### config.mk
export PLATFORM = sky130hd
export DESIGN_NAME = branch_writeback_arbiter
export DESIGN_NICKNAME = d
export VERILOG_FILES = /design/src/rtl/branch_writeback_arbiter.sv
export SDC_FILE = /design/constraint.sdc
export NUM_CORES = 1
export LEC_CHECK = 0
export ABC_CLOCK_PERIOD_IN_PS = 4950
export CORE_AREA = 8 8 145 147
export DETAILED_ROUTE_END_ITERATION = 6
export DIE_AREA = 0 0 153 155
export PLACE_DENSITY = 0.69
export SYNTH_ARGS = -nofsm -noshare
export SYNTH_HDL_FRONTEND = slang
export SYNTH_SLANG_ARGS = --single-unit
### constraint.sdc
create_clock -name clk -period 4.95 [get_ports clk]
set_input_delay 0.7425 -clock clk [delete_from_list [all_inputs] [get_ports clk]]
set_output_delay 0.7425 -clock clk [all_outputs]
set_load 0.02 [all_outputs]
### src/rtl/branch_writeback_arbiter.sv
// Branch writeback arbiter: round-robin pick of a ready branch RS entry into a
// single result slot, which is held and offered to the CDB until it is granted.
module branch_writeback_arbiter #(
  parameter int RS_SIZE   = 4,
  parameter int ROB_IDX_W = 4,
  parameter int RES_W     = 40
) (
  input  logic                          clk,
  input  logic                          rst,
  input  logic                          flush,
  input  logic [RS_SIZE-1:0]            rs_ready_i,
  input  logic [RS_SIZE*32-1:0]         rs_data_i,
  input  logic [RS_SIZE*ROB_IDX_W-1:0]  rs_reorder_i,
  input  logic [RS_SIZE*RES_W-1:0]      rs_resolved_i,
  output logic [RS_SIZE-1:0]            rs_ack_o,
  output logic                          cdb_req_o,
  input  logic                          cdb_grant_i,
  output logic [31:0]                   cdb_value_o,
  output logic [ROB_IDX_W-1:0]          cdb_reorder_o,
  output logic                          resolved_valid_o,
  output logic [RES_W-1:0]              resolved_o
);

  localparam int PTR_W = $clog2(RS_SIZE);

  logic                 slot_valid;
  logic [31:0]          slot_value;
  logic [ROB_IDX_W-1:0] slot_reorder;
  logic [RES_W-1:0]     slot_resolved;
  logic [PTR_W-1:0]     rr_ptr;

  logic                 accept;
  logic                 can_load;
  logic                 capture;
  logic                 pick_valid;
  logic [PTR_W-1:0]     pick_idx;
  logic [PTR_W-1:0]     cand;

  assign accept   = slot_valid & cdb_grant_i;
  assign can_load = ~slot_valid | accept;

  // Scan from the farthest offset back to rr_ptr so the nearest ready entry wins.
  always_comb begin
    pick_valid = 1'b0;
    pick_idx   = '0;
    cand       = '0;
    for (int i = RS_SIZE - 1; i >= 0; i--) begin
      cand = rr_ptr + PTR_W'(i);
      if (rs_ready_i[cand]) begin
        pick_valid = 1'b1;
        pick_idx   = cand;
      end
    end
  end

  assign capture = pick_valid & can_load & ~flush & ~rst;

  always_comb begin
    rs_ack_o = '0;
    for (int k = 0; k < RS_SIZE; k++) begin
      rs_ack_o[k] = capture && (pick_idx == PTR_W'(k));
    end
  end

  // A flush or reset in the grant cycle drops the slot without handing it off.
  always_ff @(posedge clk) begin
    if (rst || flush) begin
      slot_valid    <= 1'b0;
      slot_value    <= '0;
      slot_reorder  <= '0;
      slot_resolved <= '0;
      rr_ptr        <= '0;
    end else if (capture) begin
      slot_valid    <= 1'b1;
      slot_value    <= rs_data_i[32*pick_idx +: 32];
      slot_reorder  <= rs_reorder_i[ROB_IDX_W*pick_idx +: ROB_IDX_W];
      slot_resolved <= rs_resolved_i[RES_W*pick_idx +: RES_W];
      rr_ptr        <= pick_idx + 1'b1;
    end else if (accept) begin
      slot_valid    <= 1'b0;
    end
  end

  assign cdb_req_o        = slot_valid;
  assign cdb_value_o      = slot_value;
  assign cdb_reorder_o    = slot_reorder;
  assign resolved_o       = slot_resolved;
  assign resolved_valid_o = accept & ~flush & ~rst;

endmodule

==> flow_summary_export.csv, run 1 <==
group,metric,value,unit
timing,setup_violations,0,
cells_and_area,multiInputGateArea,0.00331,mm^2
routing,drc_errors,0,
die,die_y,155,um
die,die_area,0.0237,mm^2
global_routing,grt_pass1_wl,36.8,mm
job,cap_violations,0,
clock_tree,clockRootBuffer,"clkbuf_16",
synth,syn_inst,640,
die,core,0.0190,mm^2
synth,ys_async_sr_fraction,0,
cells_and_area,antenna_cells,0,
clock_tree,holdBufCountCts,0,
global_routing,grt-ovfl-total,0,
clock_tree,cts.sinks,79,
synth,synth-edff-count,0,
cells_and_area,drive_gt1_frac,0.0283,
die,initial_core_util,0.275,
synth,synth_warnings,0,
cells_and_area,area_growth,83.1,%
synth,ys_seq_area_frac,0.304,
power,irDropWorstVdd,173,uV
routing,wire_per_inst,19.8,um
cells_and_area,fin_nets,1302,
timing,rsz0062_at_grt,"no",
timing,slew-limit-headroom,0.340,
clock_tree,clkTransAtPathRegs,60,ps
clock_tree,cts_tree,"built",
synth,syn_nets,956,
global_routing,grt_pass1_vias,6290,
placement,finalWeightedCongestion,0.836,
clock_tree,clk_path_buf_depth,2,
setup_path,reg2regPathDepth,6,
clock_tree,clk_latency,340,ps
routing,drt-total-wl,24.4,mm
placement,place_ws,1100,ps
timing,fin_ws,1120,ps
clock_tree,postCtsSetupRepairBufs,0,
global_routing,gr-usage-all-layers,0.197,
outcome,status,"finished clean",
synth,synth_seq_cells,79,
placement,dpl.hpwl,18.5,mm
global_routing,antenna_found_initial,0,
global_routing,grt_max_degree,81,
cells_and_area,fillers,1878,
setup_path,start_kind,"input port",
power,leakage,0.00359,uW
routing,ant_nets,0,
clock_tree,htree_num_levels,3,
timing,worst_pin_slew,990,ps
setup_path,rrSetupSlack,2280,ps
cells_and_area,seq_area,0.00158,mm^2
timing,report.final.slew_viol_count,0,
synth,synth.distinct_cells,26,
cells_and_area,final_area,0.00953,mm^2
timing,min_period_over_period,0.774,
die,ioPinCount,394,
setup_path,timing.rr.start,"rr_ptr[0]$_SDFFE_PP0P_",
synth,syn_area_per_cell,8.13,um^2
setup_path,worstPathMaxFanout,74,
setup_path,critPathCaptureType,"primary output",
placement,postPlaceCellArea,0.00921,mm^2
routing,dr.pass1.iters,4,
worst_hold_path,hp-class,"reg -> reg",
timing,period_needed,3830,ps
worst_hold_path,min_to,"resolved_o[16]$_SDFFE_PP0P_",
timing,fmax,261,MHz
power,p_total,2200,uW
routing,vias,6129,
setup_path,crit_type,"in -> out",
timing,whs,478,ps
timing,tns,0,ps
setup_path,cp_data_arrival_time,3090,ps
die,rows,51,
die,die_w,153,um
worst_hold_path,min_from,"resolved_o[16]$_SDFFE_PP0P_",
placement,io_buffers,393,
setup_path,critPathRequiredTime,4210,ps
synth,synthesis.area,0.00520,mm^2
clock_tree,cts-resized-gates,0,
clock_tree,numCtsBuffers,9,
power,power_density,231,mW/mm^2
synth,yosys_most_used_dff,"dfxtp_1",
timing,hold_violations,0,
routing,first_iter_violations,214,
timing,skew,11.7,ps
setup_path,reg2reg_to,"resolved_o[16]$_SDFFE_PP0P_",
worst_hold_path,hold-path-cell-count,2,
routing,vias_per_cell,4.99,
[worst max-delay path by stage]
stage | depth (start not counted) | endpoint | startpoint
floorplan | 9 | rs_ack_o[0] | rs_ready_i[2]
global placement | 8 | rs_ack_o[1] | rs_ready_i[0]
CTS | 8 | rs_ack_o[1] | rs_ready_i[0]
global route | 8 | rs_ack_o[1] | rs_ready_i[0]
detailed placement | 8 | rs_ack_o[1] | rs_ready_i[0]
finish | 8 | rs_ack_o[1] | rs_ready_i[0]
[layout by cell type (no fill, tap or decap), types with 2 or more instances in the layout]
| master | n |
|---|---|
| ha_1 | 4 |
| nand2_1 | 78 |
| bufinv_16 | 2 |
| dfxtp_1 | 79 |
| nand2b_1 | 3 |
| a21boi_0 | 76 |
| clkbuf_16 | 9 |
| mux2i_1 | 78 |
| inv_1 | 3 |
| nor2b_1 | 3 |
| clkinvlp_4 | 3 |
| clkbuf_1 | 2 |
| nor2_1 | 2 |
| o211ai_1 | 76 |
| and3_1 | 77 |
| o21ai_0 | 76 |
| and2_1 | 4 |
| clkdlybuf4s50_1 | 393 |
| nor3_1 | 4 |
| buf_4 | 7 |
[metrics by stage]
stage          instances   util
2_1_floorplan        640      -
3_5_place_dp        1213  0.486
4_1_cts             1229  0.503
6_report            1229  0.503
5_1_grt             1229  0.503
3_3_place_gp        1213  0.486
[layer usage]
metal	track usage	vias to the layer above	part of all wire
met2	0.341	271	0.48
met3	0.0793	26	0.098
li1	-	3039	-
met4	0.0631	0	0.022
met5	0	-	0
met1	0.217	2793	0.40
[logic make-up after synthesis]
| family | share of synthesized area |
|---|---|
| simple gates | 0.174 |
| flops | 0.304 |
| fa+ha+maj | 0.00962 |
| mux | 0.150 |
| buf+inv | 0.0642 |
| compound gates | 0.298 |
[worst max-delay path, cell delays in order]
cell and delay, ps:
clkdlybuf4s50_1 460, nand2b_1 150, a21o_4 520, and2_4 300, inv_1 60, ha_1 190
and2_1 130, clkdlybuf4s50_1 530
[layout make-up]
cell class	count	area share
inverter	3	0.00118
clock inverter	5	0.00867
timing repair buffer	401	0.421
tap	238	0.0313
multi-input combinational	492	0.348
clock buffer	11	0.0244
sequential	79	0.166
[synth_stat cells (all sizes together), types with 2 or more instances]
master	instances	area (um^2)
clkbuf	38	143
nand2b	3	18.8
dfxtp	79	1580
o21ai	76	380
buf	28	180
nor2b	3	18.8
a21boi	76	571
o211ai	76	571
nand2	79	297
nor3	4	20.0
ha	4	50.1
and2	6	37.5
and3	77	482
inv	3	11.3
mux2i	78	781
nor2	2	7.51
[power by group]
part           internal, uW  switching, uW
clock                   443            287
sequential              689           27.4
combinational           433            325
[flip-flops by register name, indices dropped and copies added, names as in the netlist]
register	cells
cdb_reorder_o	4
resolved_o	40
rr_ptr	2
cdb_req_o	1
cdb_value_o	32
Note: power is estimated with default switching activity, not from simulation.
==> run 2, diff against run 1 <==
Settings changed: ABC_CLOCK_PERIOD_IN_PS 4950 to 3500, PLACE_DENSITY 0.69 to 0.71.
Clock period 4.95 ns to 3.5 ns, I/O delays scaled along.
==> run 2 against run 1 <==
  * Count of clock-buffer cells in the layout did not move
  * Worst setup slack got worse by 900 ps
  * Sequential share of layout area is 0.12 points lower
  * Cell count is essentially flat
==> flow_summary_export.csv, run 2 (synthesis gave the netlist of run 1 again) <==
group,metric,value,unit
outcome,status,"finished clean",
setup_path,cp_top_family,"buffers and inverters",
clock_tree,numCtsBuffers,9,
global_routing,grt_pass1_wl,36.6,mm
clock_tree,clkTransAtPathRegs,60,ps
global_routing,antenna_found_initial,0,
timing,min_period_over_period,0.937,
setup_path,cp_data_arrival_time,2760,ps
setup_path,critPathRequiredTime,2970,ps
setup_path,cp_cell_sequence,"clkdlybuf4s50_1 -> nor2b_1 -> o21a_1 -> or3_1 -> inv_1 -> ha_1 -> and2_1 -> clkdlybuf4s50_1",
clock_tree,clockRootBuffer,"clkbuf_16",
cells_and_area,final_common_cell,"clkdlybuf4s50_1",
job,cap_violations,0,
routing,dr.pass1.iters,4,
die,core,0.0190,mm^2
global_routing,grt-ovfl-total,0,
setup_path,start_kind,"input port",
routing,vias_per_cell,5.03,
clock_tree,cts-resized-gates,0,
timing,hold_violations,0,
timing,fmax,305,MHz
routing,vias,6171,
setup_path,rrSetupSlack,1310,ps
global_routing,gr-usage-all-layers,0.196,
routing,drc_errors,0,
clock_tree,cts_tree,"built",
routing,first_iter_violations,252,
placement,io_buffers,393,
timing,report.final.slew_viol_count,0,
cells_and_area,final_cell_mix,"clkdlybuf4s50_1 (393), dfxtp_1 (79), nand2_1 (78), mux2i_1 (78), and3_1 (77)",
global_routing,grt_max_degree,153,
timing,worst_pin_slew,731,ps
die,die_y,155,um
timing,rsz0062_at_grt,"no",
timing,slew-limit-headroom,0.513,
worst_hold_path,hp-class,"reg -> reg",
die,die_w,153,um
setup_path,slowest_stage,"clkdlybuf4s50_1",
setup_path,cp_num_buf_inv,3,
setup_path,cpPeakStageDelay,610,ps
cells_and_area,fin_util,0.506,
timing,period_needed,3280,ps
setup_path,crit_type,"in -> out",
clock_tree,htree_num_levels,3,
cells_and_area,finalNonFillerCells,1228,
cells_and_area,largest_reg_flops,40,
die,initial_core_util,0.275,
routing,wire_per_inst,19.8,um
power,power_density,336,mW/mm^2
cells_and_area,antenna_cells,0,
clock_tree,cts.sinks,79,
die,die_area,0.0237,mm^2
power,irDropWorstVdd,199,uV
routing,drt-total-wl,24.4,mm
timing,skew,8.04,ps
clock_tree,postCtsSetupRepairBufs,0,
setup_path,critPathCaptureType,"primary output",
cells_and_area,fin_nets,1301,
cells_and_area,area_growth,84.4,%
power,leakage,0.00362,uW
setup_path,worst_path_most_repeated_cell,"clkdlybuf4s50_1",
clock_tree,holdBufCountCts,0,
clock_tree,clk_path_buf_depth,2,
setup_path,worstPathMaxFanout,5,
timing,setup_violations,0,
die,ioPinCount,394,
clock_tree,clk_latency,340,ps
placement,dp_cells,1212,
global_routing,grt_pass1_vias,6339,
placement,finalWeightedCongestion,0.837,
die,rows,51,
timing,whs,477,ps
cells_and_area,drive_gt1_frac,0.0283,
placement,dpl.hpwl,18.2,mm
power,p_total,3220,uW
timing,tns,0,ps
routing,ant_nets,0,
==> run 2: cell count changes in the layout (fill, tap and decap cells not counted) <==
cell	before	now
buf_4	7	2
buf_12	1	5
bufinv_16	2	3
clkbuf_1	2	1
clkbuf_8	0	1
clkinvlp_4	3	2
nand2_2	0	1
nand2_4	1	0
==> run 2: final timing paths <==
path                               startpoint                     endpoint  depth (start not counted)
setup / recovery                rs_ready_i[0]                  rs_ack_o[3]                          8
hold / removal    resolved_o[32]$_SDFFE_PP0P_  resolved_o[32]$_SDFFE_PP0P_                          2
setup reg to reg       rr_ptr[0]$_SDFFE_PP0P_  resolved_o[11]$_SDFFE_PP0P_                          6
hold reg to reg   resolved_o[32]$_SDFFE_PP0P_  resolved_o[32]$_SDFFE_PP0P_                          2
==> run 2: power by group <==
group / switching [uW] / internal, uW
registers: 41.0 / 974
logic: 463 / 620
clock network: 405 / 718
total: 909 / 2310
==> run 2: worst register-to-register path: cells and delay by family (launching register included) <==
family,cells,cell delay (ps)
AND/OR/NAND/NOR,2,740
flip-flops,1,330
AO/OA/AOI/OAI,3,790
buffers and inverters,1,180
==> run 2: routing by layer <==
layer / up-vias / wire, um / global-route usage
met5: - / 0 / 0
li1: 3045 / - / -
met1: 2804 / 9580 / 0.209
met2: 287 / 11800 / 0.343
met3: 35 / 2240 / 0.0777
met4: 0 / 698 / 0.0768
==> run 2: final cells by class <==
type	instances	area [um^2]
Clock buffer	11	243
Multi-Input combinational cell	492	3310
Tap cell	238	298
Clock inverter	5	105
Inverter	3	11.3
Sequential cell	79	1580
Timing Repair Buffer	400	4050
Fill cell	1847	9360
==> run 2: metrics by stage <==
stage	cell area, um^2	worst slack, ps
after floorplan	5200	931
after global placement	9250	251
after detailed placement	9250	227
after CTS	9600	215
after global routing	9600	90.6
final	9600	220
==> run 3, diff against run 2 <==
Settings changed: SLEW_MARGIN set to 20.
==> results of run 3 <==
No change in the layout: final DEF, timing and power equal those of run 2.
